$ cat config.mk
export PLATFORM = sky130hd
export DESIGN_NAME = ps2_led_ctrl
export DESIGN_NICKNAME = d
export VERILOG_FILES = /design/src/rtl/ps2_led_ctrl.sv
export SDC_FILE = /design/constraint.sdc
export NUM_CORES = 1
export LEC_CHECK = 0
export ABC_AREA = 1
export CAP_MARGIN = 10
export CORE_MARGIN = 2
export CORE_UTILIZATION = 52
export CTS_CLUSTER_DIAMETER = 60
export DETAILED_ROUTE_END_ITERATION = 10
export PLACE_DENSITY = 0.89
export SYNTH_ARGS = -nofsm -noshare
export SYNTH_HDL_FRONTEND = slang
export SYNTH_SLANG_ARGS = --single-unit
$ cat constraint.sdc
create_clock -name clk -period 1.85 [get_ports clk]
set_input_delay 0.2775 -clock clk [delete_from_list [all_inputs] [get_ports clk]]
set_output_delay 0.2775 -clock clk [all_outputs]
set_load 0.02 [all_outputs]
$ cat src/rtl/ps2_led_ctrl.sv
// ps2_led_ctrl
//   Host-side "Set LEDs" sequencer for the PS/2 keyboard path. It watches the
//   requested lock-key levels and, when they differ from the last target, sends
//   0xED followed by the LED mask. Each byte must be acknowledged with 0xFA.
//   A 0xFE reply or a missing ACK causes the byte to be sent again. While it waits
//   for an ACK, the controller takes over the receive FIFO.
//
//   Optional build macro: PS2_LED_INIT_EN. When it is defined, the controller
//   first resets the keyboard after clr: it sends 0xFF, waits for 0xFA and
//   then 0xAA. It then runs one unconditional Set-LEDs exchange.
//
// Ports
//   clk, clr            system clock, asynchronous active-high reset
//   caps_in/num_in/
//   scroll_in           requested LED levels
//   tx_data/tx_valid/
//   tx_ready            byte stream to the PS/2 transmitter (valid/ready)
//   rx_data/rx_ready    head of the PS/2 receive FIFO / FIFO not empty
//   rx_pop              one-cycle FIFO pop, only while rx_owned
//   rx_owned            controller owns the receive FIFO (ACK wait states)
//   led_state           last mask acknowledged by the keyboard {caps,num,scroll}
//   busy                high in every state except IDLE
//   err                 sticky abort flag, cleared by the next successful update
//
// State table
//   IDLE      | compare request with target, launch on difference
//   SEND_CMD  | present 0xED until accepted
//   WAIT_ACK1 | own rx FIFO, wait for ACK of 0xED
//   SEND_ARG  | present LED mask until accepted
//   WAIT_ACK2 | own rx FIFO, wait for ACK of the mask
//   INIT_SEND | (PS2_LED_INIT_EN) present 0xFF until accepted
//   INIT_ACK  | (PS2_LED_INIT_EN) wait for ACK of 0xFF
//   INIT_BAT  | (PS2_LED_INIT_EN) wait for BAT result 0xAA / 0xFC

module ps2_led_ctrl #(
  parameter int TIMEOUT_CYC = 1000000,
  parameter int MAX_RETRY   = 3
) (
  input  logic       clk,
  input  logic       clr,
  input  logic       caps_in,
  input  logic       num_in,
  input  logic       scroll_in,
  output logic [7:0] tx_data,
  output logic       tx_valid,
  input  logic       tx_ready,
  input  logic [7:0] rx_data,
  input  logic       rx_ready,
  output logic       rx_pop,
  output logic       rx_owned,
  output logic [2:0] led_state,
  output logic       busy,
  output logic       err
);

  localparam int TW = (TIMEOUT_CYC > 1) ? $clog2(TIMEOUT_CYC) : 1;
  localparam int RW = (MAX_RETRY > 0) ? $clog2(MAX_RETRY + 1) : 1;
  localparam logic [TW-1:0] TMO_LAST   = TW'(TIMEOUT_CYC - 1);
  localparam logic [RW-1:0] RETRY_LAST = RW'(MAX_RETRY - 1);

  localparam logic [7:0] CMD_SET_LED = 8'hED;
  localparam logic [7:0] KB_ACK      = 8'hFA;
  localparam logic [7:0] KB_RESEND   = 8'hFE;
`ifdef PS2_LED_INIT_EN
  localparam logic [7:0] CMD_RESET   = 8'hFF;
  localparam logic [7:0] KB_BAT_OK   = 8'hAA;
  localparam logic [7:0] KB_BAT_FAIL = 8'hFC;
`endif

  typedef enum logic [2:0] {
    IDLE,
    SEND_CMD,
    WAIT_ACK1,
    SEND_ARG,
    WAIT_ACK2
`ifdef PS2_LED_INIT_EN
    ,
    INIT_SEND,
    INIT_ACK,
    INIT_BAT
`endif
  } state_t;

`ifdef PS2_LED_INIT_EN
  localparam state_t RST_STATE = INIT_SEND;
`else
  localparam state_t RST_STATE = IDLE;
`endif

  state_t          state, state_n, retry_to;
  logic [2:0]      tgt, tgt_n, req, led_n;
  logic [TW-1:0]   timer, timer_n;
  logic [RW-1:0]   retry_cnt, retry_n;
  logic            err_n;
  logic            pop_q;
  logic            wait_st;
  logic            tmo_hit;
  logic            do_retry;

  assign req = {caps_in, num_in, scroll_in};

  always_comb begin
    wait_st = (state == WAIT_ACK1) || (state == WAIT_ACK2);
`ifdef PS2_LED_INIT_EN
    if ((state == INIT_ACK) || (state == INIT_BAT)) wait_st = 1'b1;
`endif
  end

  assign rx_owned = wait_st;
  // pop_q blocks back-to-back pops so the FIFO head has a cycle to advance.
  assign rx_pop   = wait_st & rx_ready & ~pop_q;
  assign busy     = (state != IDLE);
  // A byte at the FIFO head takes priority over an expiring timer. The timer
  // saturates, so the timeout is taken on the next cycle if the byte was stray.
  assign tmo_hit  = wait_st & ~rx_ready & (timer == TMO_LAST);

  always_ff @(posedge clk or posedge clr) begin
    if (clr) begin
      state     <= RST_STATE;
      tgt       <= 3'b000;
      timer     <= '0;
      retry_cnt <= '0;
      led_state <= 3'b000;
      err       <= 1'b0;
      pop_q     <= 1'b0;
    end else begin
      state     <= state_n;
      tgt       <= tgt_n;
      timer     <= timer_n;
      retry_cnt <= retry_n;
      led_state <= led_n;
      err       <= err_n;
      pop_q     <= rx_pop;
    end
  end

  always_comb begin
    state_n  = state;
    tgt_n    = tgt;
    timer_n  = timer;
    retry_n  = retry_cnt;
    led_n    = led_state;
    err_n    = err;
    tx_valid = 1'b0;
    tx_data  = 8'h00;
    do_retry = 1'b0;
    retry_to = state;

    if (wait_st && (timer != TMO_LAST)) timer_n = timer + 1'b1;

    case (state)
      IDLE: begin
        if (req != tgt) begin
          tgt_n   = req;
          retry_n = '0;
          state_n = SEND_CMD;
        end
      end
      SEND_CMD: begin
        tx_valid = 1'b1;
        tx_data  = CMD_SET_LED;
        if (tx_ready) begin
          timer_n = '0;
          state_n = WAIT_ACK1;
        end
      end
      WAIT_ACK1: begin
        retry_to = SEND_CMD;
        if (rx_pop) begin
          if (rx_data == KB_ACK) begin
            retry_n = '0;
            state_n = SEND_ARG;
          end else if (rx_data == KB_RESEND) begin
            do_retry = 1'b1;
          end
        end else if (tmo_hit) begin
          do_retry = 1'b1;
        end
      end
      SEND_ARG: begin
        tx_valid = 1'b1;
        tx_data  = {5'b00000, tgt};
        if (tx_ready) begin
          timer_n = '0;
          state_n = WAIT_ACK2;
        end
      end
      WAIT_ACK2: begin
        retry_to = SEND_ARG;
        if (rx_pop) begin
          if (rx_data == KB_ACK) begin
            led_n   = tgt;
            err_n   = 1'b0;
            retry_n = '0;
            state_n = IDLE;
          end else if (rx_data == KB_RESEND) begin
            do_retry = 1'b1;
          end
        end else if (tmo_hit) begin
          do_retry = 1'b1;
        end
      end
`ifdef PS2_LED_INIT_EN
      INIT_SEND: begin
        tx_valid = 1'b1;
        tx_data  = CMD_RESET;
        if (tx_ready) begin
          timer_n = '0;
          state_n = INIT_ACK;
        end
      end
      INIT_ACK: begin
        retry_to = INIT_SEND;
        if (rx_pop) begin
          if (rx_data == KB_ACK) begin
            timer_n = '0;
            state_n = INIT_BAT;
          end else if (rx_data == KB_RESEND) begin
            do_retry = 1'b1;
          end
        end else if (tmo_hit) begin
          do_retry = 1'b1;
        end
      end
      INIT_BAT: begin
        retry_to = INIT_SEND;
        if (rx_pop) begin
          if (rx_data == KB_BAT_OK) begin
            // Unconditional LED sync with whatever the inputs say right now.
            tgt_n   = req;
            retry_n = '0;
            state_n = SEND_CMD;
          end else if (rx_data == KB_BAT_FAIL) begin
            err_n   = 1'b1;
            retry_n = '0;
            state_n = IDLE;
          end else if (rx_data == KB_RESEND) begin
            do_retry = 1'b1;
          end
        end else if (tmo_hit) begin
          do_retry = 1'b1;
        end
      end
`endif
      default: state_n = IDLE;
    endcase

    // On exhaustion tgt keeps the failed value, so IDLE stays quiet until the
    // request changes again.
    if (do_retry) begin
      if (retry_cnt == RETRY_LAST) begin
        err_n   = 1'b1;
        retry_n = '0;
        state_n = IDLE;
      end else begin
        retry_n = retry_cnt + 1'b1;
        state_n = retry_to;
      end
    end
  end

endmodule

==> impl_results.md <==
* Worst R2R Path Depth at 11
* Fin crit period at 1.79 ns
* Setup slack, reg-to-reg at about 0.063 ns
* Clock Sinks at 33
* Worst vdd ir at roughly 0.66 mV
* Pin count of the biggest net entering global routing at 34
* Placeable Area at 4030 µm²
* N_diodes at 0
* Fill cell count at 350
* Util after Layout at around two thirds
* Synth top area share at 37.5%
* Final Hold Viols at 0
* Yosys cell types at 38
* Seq cells post-synth at 33
* Overall routing resource usage at between 20 and 25%
* Worst r2r src: timer[0]$_DFF_PP0_
* Post-Syn Instances at approximately 310
* Overflow after GRT at 0
* Die area at approximately 4800 µm²
* Vias post-DR at 2144
* Area delta synth->final at 20.2%
* Clock latency on the worst-skew pair at ~0.3 ns
* # port buffers at 29
* Final number of setup-violating endpoints at 0
* IO Count at 31
* Top cell by count, worst path: nand2_2
* DIE WIDTH at approximately 70 µm
* Routed WL at 5.33 mm
* Sequential share of power at between 20% and 30%
* Placed insts at between 300 and 400
* Final cell count without fillers at 403
* Crit start category: flop
* Avg WL per Cell at 13.2 µm
* Initial core utilization at between 50 and 60%
* Initial antenna violation count at 0
* Post-Syn Nets at around 330
* Area leader, netlist: dfrtp_1
* PD cells at approximately 1500 nW/µm²
* Number of CTS-inserted buffers at 5
* Vias per std cell at around 5.3
* Iter 0 DRT Violations at between 200 and 250
* DRC at 0
* Leakage at about 0.0012 µW
* First-pass GRT wire length at 8.93 mm
* Synth warn at 0
* Switching Share at between 40% and 50%
* Crit-path max FO at 14
* Crit path arrival time at around 2.0 ns
* Status: complete, no violations
* Slowest stage delay, CP at 0.40 ns
* Clk root buf: clkbuf_8
* Share of layout cells above drive strength 1 at 19.0%
* RR Endpoint: timer[7]$_DFF_PP0_
* CTS Hold Bufs at 0
* Placer's final routability congestion estimate at about 0.9
* Hold Crit Class: primary input to async pin
* Synth area leaders: dfrtp_1 (38%), nand2_1 (13%), nor2_1 (6.3%)
* Setup WS post-layout at 0.0634 ns
* Crit path max-delay family: simple AND/OR/NAND/NOR gates
* CP Class: flop to flop
* Number of routed nets with antenna violations at 0
* Total negative setup slack at 0 ns
* Max_cap viols at 0
* Post-route clock skew at approximately 0.0044 ns
* Crit. End Element: flop
* Final net count at between 300 and 400
* Post-CTS setup buffers at 0
* Core Rows at 23
* Syn Area/Cell at 7.12 µm²
* Max Buffers Root-to-Sink at 2
* Slew Viols, Final at 0
* Dpl ws at -0.114 ns
* H-tree Lvls at 2
* Die height at approximately 69 µm
* Crit path required time at between 2 and 2.5 ns
* Fin crit share at a little over nine tenths
* Detailed Place HPWL at 3.96 mm
* Clk pin slew, worst setup/hold paths at 0.07 ns
* DRT Pass-1 Iters at 4
* Cell area after synthesis at between 2000 and 2500 µm²
* Psw at about 1900 µW
* Hold_ws at 0.376 ns
* CTS tree: yes
* RSZ-0062 raised after global routing: false
* CP Cell Sequence: ha_1, nand3_2, clkinv_2, nand2_2, nor2_4, nand2_2, nand2_4, inv_6, nand2_1, nor3b_1, nor2_1
* Sequential fraction of the synthesis area at a little under two fifths
* Bufs and invs on worst path at 2
* Vias in the first global route at just over 2000
* Slowest stage cell, crit path: dfrtp_1
* Gate power share at 57.7%
* Pint at ~2100 µW
* Fmax at roughly 560 MHz
* Clock power frac at a little over an eighth
-- worst reg2reg max path, stage by stage, from the launching register on --
cell and delay [ns]:
dfrtp_1 0.40, ha_1 0.23, nand3_2 0.09, clkinv_2 0.09
nand2_2 0.09, nor2_4 0.05, nand2_2 0.08, nand2_4 0.06
inv_6 0.12, nand2_1 0.13, nor3b_1 0.24, nor2_1 0.07
-- cell families after synthesis --
logic type	Yosys count	synth area share (%)
AOI/OAI and AO/OA	48	12.2
DFF	33	37.5
and+or+nand+nor	165	34.7
other	1	0.170
adders and majority gates	1	0.568
buffers and inverters	52	11.2
xor gates and xnor gates	9	3.58
-- layout by cell type, fill, tap and decap left out, types with 3 or more instances in the layout --
cell	instances
nand3_2	4
clkbuf_1	3
nand4_1	8
o21ai_1	10
nor2_1	34
inv_1	33
clkbuf_2	9
nor3_1	7
clkdlybuf4s50_1	18
a21oi_1	20
o21ai_2	4
nand2_2	7
o21ai_0	9
buf_4	17
clkbuf_8	5
nand2_1	79
inv_2	6
xor2_1	7
dfrtp_1	33
nor2_2	4
nand3_1	12
-- flip-flops by register name (all words and copies together), names as in the netlist --
| name | cells |
|---|---|
| led_state | 3 |
| tgt | 3 |
| pop_q | 1 |
| timer | 20 |
| retry_cnt | 2 |
| err | 1 |
| state | 3 |
-- stage by stage --
step / cell area [µm²] / total power [µW]
floorplan: 2200 / 2740
global placement: 2600 / 3390
detailed placement: 2600 / 3490
CTS: 2670 / 3940
global route: 2650 / 4250
finish: 2650 / 3960
-- timing repair --
| item | CTS | global route |
|---|---|---|
| endpoints found under the setup margin | 11 | 16 |
| pin swaps | 0 | 0 |
| resized for setup | 11 | 24 |
-- worst max path at each step --
stage / start / end / cells after the start
2_1_floorplan: state[1]$_DFFE_PP0P_ / state[0]$_DFFE_PP0P_ / 11
3_3_place_gp: rx_ready / rx_pop / 6
3_5_place_dp: rx_ready / rx_pop / 6
4_1_cts: state[0]$_DFFE_PP0P_ / tx_data[7] / 5
5_1_grt: timer[0]$_DFF_PP0_ / timer[7]$_DFF_PP0_ / 11
6_report: timer[0]$_DFF_PP0_ / timer[7]$_DFF_PP0_ / 11
-- routing by layer --
metal  global-route usage, %  up-vias  part of all wire [%]
li1                        -     1065                     -
met1                    29.4      997                    45
met2                    38.4       68                    48
met3                    4.82       14                   4.8
met4                    9.37        0                   2.3
met5                       0        -                     0
-- area by class of cell --
class / count / area, µm² / share of cell area [%]
clock buffer: 8 / 80.1 / 3.03
inverter: 42 / 166 / 6.29
multi-input combinational: 224 / 1140 / 43.1
sequential: 33 / 826 / 31.2
tap: 50 / 62.6 / 2.36
timing repair buffer: 46 / 370 / 14.0
-- cell usage after synthesis --
cell / n
a211oi_1: 1
a211oi_2: 1
a21oi_1: 20
a31oi_1: 2
buf_1: 1
buf_4: 4
buf_6: 4
clkbuf_1: 1
clkinv_2: 1
conb_1: 1
dfrtp_1: 33
ha_1: 1
inv_1: 33
inv_2: 6
inv_4: 2
nand2_1: 79
nand2_2: 7
nand2_4: 2
nand3_1: 12
nand3_2: 4
nand3b_1: 1
nand4_1: 8
nor2_1: 37
nor2_2: 1
nor2_4: 1
nor3_1: 7
nor3_2: 1
nor3_4: 1
nor3b_1: 1
o21ai_0: 9
o21ai_1: 10
o21ai_2: 4
o22ai_1: 1
or2_0: 1
or2_2: 1
or3_1: 1
xnor2_1: 2
xor2_1: 7
-- power by group through the flow --
stage | sequential (µW) | clock [µW] | combinational [µW]
after floorplan | 1110 | 0 | 1620
after global placement | 1130 | 0 | 2250
after detailed placement | 1140 | 0 | 2360
after CTS | 1130 | 542 | 2270
after global routing | 1170 | 577 | 2510
final | 1140 | 536 | 2280
(Power assumes the default switching activity.)
